`config.mk`:
```
export PLATFORM = sky130hd
export DESIGN_NAME = fetch_unit
export DESIGN_NICKNAME = d
export VERILOG_FILES = /design/src/rtl/fetch_pkg.sv /design/src/rtl/fetch_fsm.sv /design/src/rtl/fetch_unit.sv
export SDC_FILE = /design/constraint.sdc
export NUM_CORES = 1
export LEC_CHECK = 0
export ABC_AREA = 1
export ABC_CLOCK_PERIOD_IN_PS = 9370
export CORE_ASPECT_RATIO = 0.5
export CORE_MARGIN = 10
export CORE_UTILIZATION = 53
export CTS_BUF_LIST = sky130_fd_sc_hd__clkbuf_8
export DETAILED_ROUTE_END_ITERATION = 7
export GPL_ROUTABILITY_DRIVEN = 1
export MAX_ROUTING_LAYER = met4
export PLACE_DENSITY = 0.83
export SLEW_MARGIN = 20
export SYNTH_ARGS = -nofsm -noshare
export SYNTH_HDL_FRONTEND = slang
export SYNTH_HIERARCHICAL = 1
export SYNTH_SLANG_ARGS = --single-unit
```
`constraint.sdc`:
```
create_clock -name clk -period 9.37 [get_ports clk]
set_input_delay 1.874 -clock clk [delete_from_list [all_inputs] [get_ports clk]]
set_output_delay 1.874 -clock clk [all_outputs]
set_load 0.05 [all_outputs]
```
`src/rtl/fetch_pkg.sv`:
```
// Shared types and constants for the LEGv8 instruction-fetch stage.
package fetch_pkg;

  typedef enum logic [1:0] {
    IDLE = 2'd0,
    REQ  = 2'd1,
    HOLD = 2'd2
  } fetch_state_t;

  localparam int INSTR_W = 32;
  localparam int PC_INC  = 4;

endpackage : fetch_pkg

```
`src/rtl/fetch_fsm.sv`:
```
// Fetch sequencer: state register, stale-fetch kill flag, and the strobes
// that steer the pc/target/output registers held in the top level.
//
//   state | meaning
//   ------+--------------------------------------------------------------
//   IDLE  | out of reset, nothing issued; redirects ignored
//   REQ   | imem_req high at pc; waiting for imem_ack
//   HOLD  | instruction presented to decode; waiting for instr_ready
module fetch_fsm
  import fetch_pkg::*;
(
  input  logic         clk,
  input  logic         reset,
  input  logic         imem_ack_i,
  input  logic         redirect_i,
  input  logic         instr_ready_i,
  output fetch_state_t state_o,
  output logic         capture_o,
  output logic         pc_inc_o,
  output logic         pc_redirect_o,
  output logic         pc_target_o,
  output logic         target_load_o
);

  fetch_state_t state_q, state_d;
  logic         kill_q, kill_d;

  always_ff @(posedge clk or posedge reset) begin
    if (reset) begin
      state_q <= IDLE;
      kill_q  <= 1'b0;
    end else begin
      state_q <= state_d;
      kill_q  <= kill_d;
    end
  end

  always_comb begin
    state_d       = state_q;
    kill_d        = kill_q;
    capture_o     = 1'b0;
    pc_inc_o      = 1'b0;
    pc_redirect_o = 1'b0;
    pc_target_o   = 1'b0;
    target_load_o = 1'b0;

    unique case (state_q)
      IDLE: begin
        state_d = REQ;
      end

      REQ: begin
        // The outstanding address must not move, so a redirect without an
        // ack is parked in the target register until the ack retires it.
        if (redirect_i && imem_ack_i) begin
          pc_redirect_o = 1'b1;
          kill_d        = 1'b0;
        end else if (redirect_i) begin
          target_load_o = 1'b1;
          kill_d        = 1'b1;
        end else if (imem_ack_i && kill_q) begin
          pc_target_o = 1'b1;
          kill_d      = 1'b0;
        end else if (imem_ack_i) begin
          capture_o = 1'b1;
          state_d   = HOLD;
        end
      end

      HOLD: begin
        if (redirect_i) begin
          pc_redirect_o = 1'b1;
          state_d       = REQ;
        end else if (instr_ready_i) begin
          pc_inc_o = 1'b1;
          state_d  = REQ;
        end
      end

      default: begin
        state_d = IDLE;
        kill_d  = 1'b0;
      end
    endcase
  end

  assign state_o = state_q;

endmodule : fetch_fsm

```
`src/rtl/fetch_unit.sv`:
```
// LEGv8 instruction-fetch stage: owns the pc, issues imem word requests and
// hands captured instructions to decode over a valid/ready handshake.
module fetch_unit
  import fetch_pkg::*;
#(
  parameter int          N        = 64,
  parameter logic [N-1:0] RESET_PC = '0
) (
  input  logic               clk,
  input  logic               reset,
  output logic               imem_req,
  output logic [N-1:0]       imem_addr,
  input  logic               imem_ack,
  input  logic [INSTR_W-1:0] imem_rdata,
  input  logic               redirect,
  input  logic [N-1:0]       redirect_target,
  output logic               instr_valid,
  input  logic               instr_ready,
  output logic [INSTR_W-1:0] instr_out,
  output logic [N-1:0]       pc_out
);

  fetch_state_t state;
  logic         capture;
  logic         pc_inc;
  logic         pc_redirect;
  logic         pc_target;
  logic         target_load;

  logic [N-1:0]       pc_q, pc_d;
  logic [N-1:0]       target_q, target_d;
  logic [N-1:0]       pc_out_q, pc_out_d;
  logic [INSTR_W-1:0] instr_q, instr_d;
  logic               valid_q, valid_d;
  logic [N-1:0]       pc_plus4;

  fetch_fsm u_fsm (
    .clk           (clk),
    .reset         (reset),
    .imem_ack_i    (imem_ack),
    .redirect_i    (redirect),
    .instr_ready_i (instr_ready),
    .state_o       (state),
    .capture_o     (capture),
    .pc_inc_o      (pc_inc),
    .pc_redirect_o (pc_redirect),
    .pc_target_o   (pc_target),
    .target_load_o (target_load)
  );

  // Modulo 2^N by truncation, so the top word wraps to address 0.
  assign pc_plus4 = pc_q + N'(PC_INC);

  always_comb begin
    pc_d     = pc_q;
    target_d = target_q;
    pc_out_d = pc_out_q;
    instr_d  = instr_q;

    if (pc_redirect) begin
      pc_d = redirect_target;
    end else if (pc_target) begin
      pc_d = target_q;
    end else if (pc_inc) begin
      pc_d = pc_plus4;
    end

    if (target_load) begin
      target_d = redirect_target;
    end

    if (capture) begin
      instr_d  = imem_rdata;
      pc_out_d = pc_q;
    end
  end

  // Valid is only ever cleared by leaving HOLD, which is an accept or a redirect.
  assign valid_d = capture | (valid_q & ~(pc_inc | pc_redirect));

  always_ff @(posedge clk or posedge reset) begin
    if (reset) begin
      pc_q     <= RESET_PC;
      target_q <= '0;
      pc_out_q <= '0;
      instr_q  <= '0;
      valid_q  <= 1'b0;
    end else begin
      pc_q     <= pc_d;
      target_q <= target_d;
      pc_out_q <= pc_out_d;
      instr_q  <= instr_d;
      valid_q  <= valid_d;
    end
  end

  assign imem_req    = (state == REQ);
  // Address bus reads as zero until the first request, whatever RESET_PC is.
  assign imem_addr   = (state == IDLE) ? '0 : pc_q;
  assign instr_valid = valid_q;
  assign instr_out   = instr_q;
  assign pc_out      = pc_out_q;

endmodule : fetch_unit

```
==> impl_metrics.py <==
metrics = {
    "layout": {
        "final_common_cell": "nand2_1",
        "area_growth_pct": 28.44,
        "layout.nets": 2071,
        "layout-drive-gt1-share_pct": 6.187,
        "stdcell_count": 2297,
        "fin_area_mm2": 0.01580,
        "final_cell_mix": "nand2_1 (539), clkdlybuf4s50_1 (262), nor2_1 (256), dfrtp_1 (228), inv_1 (184)",
    },
    "critical_path": {
        "crit_arrival_ns": 3.08,
        "ff2ff_path_depth": 13,
        "start_kind": "register",
        "critPathKind": "register to output port",
        "cp_data_required_time_ns": 7.50,
        "critPathCaptureType": "output port",
        "cp_max_fo": 37,
    },
    "yosys": {
        "synth-seq-cells": 228,
        "synth_compound_area_share_pct": 12.90,
        "synth_top_cell_by_area": "dfrtp_1",
        "synth_xor_area_share_pct": 0.6409,
        "synthAdderAreaFrac_pct": 0.6104,
        "ys_types": 35,
        "synth_cells": 1732,
        "synth_top_family_by_area": "simple AND/OR/NAND/NOR gates",
        "synth_mux_area_share_pct": 0.6409,
        "syn_nets": 1839,
        "synthSimpleGateAreaFrac_pct": 30.63,
        "synth_top_area_share_pct": 46.39,
        "ys_warn_count": 6,
        "avgSynthCellArea_um2": 7.101,
        "synth.cell_area_mm2": 0.01230,
        "ys_seq_area_share_pct": 46.39,
        "synth.top_cells.by_area": "dfrtp_1 (46%), nand2_1 (16%), nor2_1 (7.9%)",
    },
    "pwr": {
        "swShare_pct": 50.68,
        "p_int_mw": 2.835,
        "p_clk_share_pct": 14.5,
        "power_density_mw_per_mm2": 363.9,
        "ir_drop_uv": 270.4,
        "seqPwrFrac_pct": 31.4,
        "p_switching_mw": 2.914,
        "p_leak_nw": 7.626,
        "comb_power_share_pct": 54.1,
    },
    "sta": {
        "final.min_clock_period_ns": 4.956,
        "maxSlewHeadroom_pct": 44.19,
        "period_share_pct": 52.89,
        "rsz0062_at_grt": "no",
        "fin_worst_skew_ns": 0.02582,
        "finalHoldViolCount": 0,
        "tightest_slew_ns": 0.8362,
        "fmaxAchievable_ghz": 0.2018,
        "finalSetupTns_ns": 0,
        "setup_viol": 0,
        "holdWs_ns": 0.4731,
        "fin_ws_ns": 4.414,
        "finalMaxSlewViolations": 0,
    },
    "global_route": {
        "grt_pass1_vias": 11540,
        "grt_max_degree": 110,
        "grt_first_pass_wirelength_um": 62940,
        "grt_usage_pct": 26.36,
        "grt_overflow": 0,
        "antenna_found_initial": 2,
    },
    "placement": {
        "place_hpwl_um": 29270,
        "placedCellCount": 2234,
        "place_congestion": 1.011,
        "numPortBuffers": 262,
        "pre_cts_slack_ns": 4.280,
        "place_area_mm2": 0.01509,
    },
    "die": {
        "die_y_um": 127.7,
        "die_area_mm2": 0.03007,
        "start_util_pct": 53.86,
        "rows": 39,
        "io_pins": 263,
        "core_area_mm2": 0.02284,
        "die_w_um": 235.4,
    },
    "routing": {
        "vias_per_cell": 5.321,
        "ant_nets": 0,
        "totalWireLength_um": 39690,
        "wl_per_cell_um": 17.28,
        "initialDrtViolationCount": 1130,
        "drtPass1Iterations": 6,
        "num_vias": 12220,
        "drc": 0,
    },
    "clocking": {
        "cts_tree": "built",
        "root_buffer": "clkbuf_8",
        "ctsResizeCount": 0,
        "htreeDepth": 2,
        "path_clk_slew_ns": 0.07,
        "cts_buffers": 34,
        "insertion_delay_ns": 0.55,
        "cts_setup_buffers": 0,
        "clock-sinks": 228,
        "clockBufferDepth": 3,
        "hold_buffers": 0,
    },
    "flow_run": {
        "drv_cap": 0,
    },
    "min_path": {
        "min_path_cells": 2,
        "hold_class": "register to register",
    },
    "status": {
        "run_status": "complete, no violations",
    },
}
[registers in the layout, summed over array words and instances (netlist names)]
register,flops
instr_valid,1
u_fsm/state_o,2
pc_q,64
pc_out,64
target_q,64
instr_out,32
u_fsm/kill_q,1
[worst max-delay path: stages, from the launching register on]
cell and delay, ns:
dfrtp_1 0.48, nor2_4 0.65, buf_4 0.53, nor2_1 0.12, clkdlybuf4s50_1 0.74
[stage by stage]
stage	power [mW]	utilization (%)
finish	5.749	69.18
global route	6.118	69.18
CTS	5.750	69.03
detailed placement	4.909	66.10
global placement	4.845	66.10
floorplan	3.837	-
[Yosys cell counts, drive strengths merged]
cell type  instances
a21boi             1
a21oi            154
a31oi              7
buf               18
clkbuf            61
clkinv             4
dfrtp            228
ha                 6
inv              174
mux2               7
nand2            560
nand3             71
nand4              4
nor2             278
nor3               2
o211ai             1
o21ai            144
o221ai             2
o31ai              1
xor2               9
[metal layers]
| layer | vias up | GRT usage (%) | part of all wire (%) |
|---|---|---|---|
| li1 | 5887 | - | - |
| met4 | 0 | 5.472 | 1.5 |
| met2 | 506 | 39.75 | 45 |
| met3 | 49 | 7.060 | 9.8 |
| met1 | 5780 | 35.18 | 44 |
| met5 | - | - | 0 |
[kinds of logic (layout without fill, tap and decap cells)]
group	count (synthesis)	count (layout)
simple gates	915	915
other cells	0	2
flops	228	228
xor+xnor	9	9
fa+ha+maj	6	6
compound gates	310	310
buf+inv	257	513
mux	7	7
[final timing paths]
path                                         startpoint                        end  slack (ns)
max                        u_fsm/state_o[1]$_DFFE_PP0P_               imem_addr[1]        4.41
max reg2reg                u_fsm/state_o[0]$_DFFE_PP0P_       pc_q[39]$_DFFE_PP0P_        5.76
max in group asynchronous                         reset     pc_out[61]$_DFFE_PP0P_        6.16
min reg2reg                   instr_out[11]$_DFFE_PP0P_  instr_out[11]$_DFFE_PP0P_        0.47
min in group asynchronous                         reset   u_fsm/kill_q$_DFFE_PP0P_        1.65
min                           instr_out[11]$_DFFE_PP0P_  instr_out[11]$_DFFE_PP0P_        0.47
[cell type report]
| cell class | count | area [um^2] |
|---|---|---|
| sequential | 228 | 5705 |
| fill | 1979 | 7039 |
| timing repair buffer | 275 | 2740 |
| antenna | 2 | 5.005 |
| clock inverter | 22 | 147.6 |
| clock buffer | 38 | 523.0 |
| multi-input combinational | 1247 | 5613 |
| tap | 307 | 384.1 |
| inverter | 178 | 679.4 |
[power by group through the flow]
stage,sequential [mW],clock [mW],combinational (mW)
5_1_grt,1.87,0.892,3.36
3_3_place_gp,1.79,0,3.05
6_report,1.81,0.832,3.11
4_1_cts,1.80,0.840,3.11
2_1_floorplan,2.37,0,1.47
3_5_place_dp,1.80,0,3.11
Power figures use the tool's default switching activity.
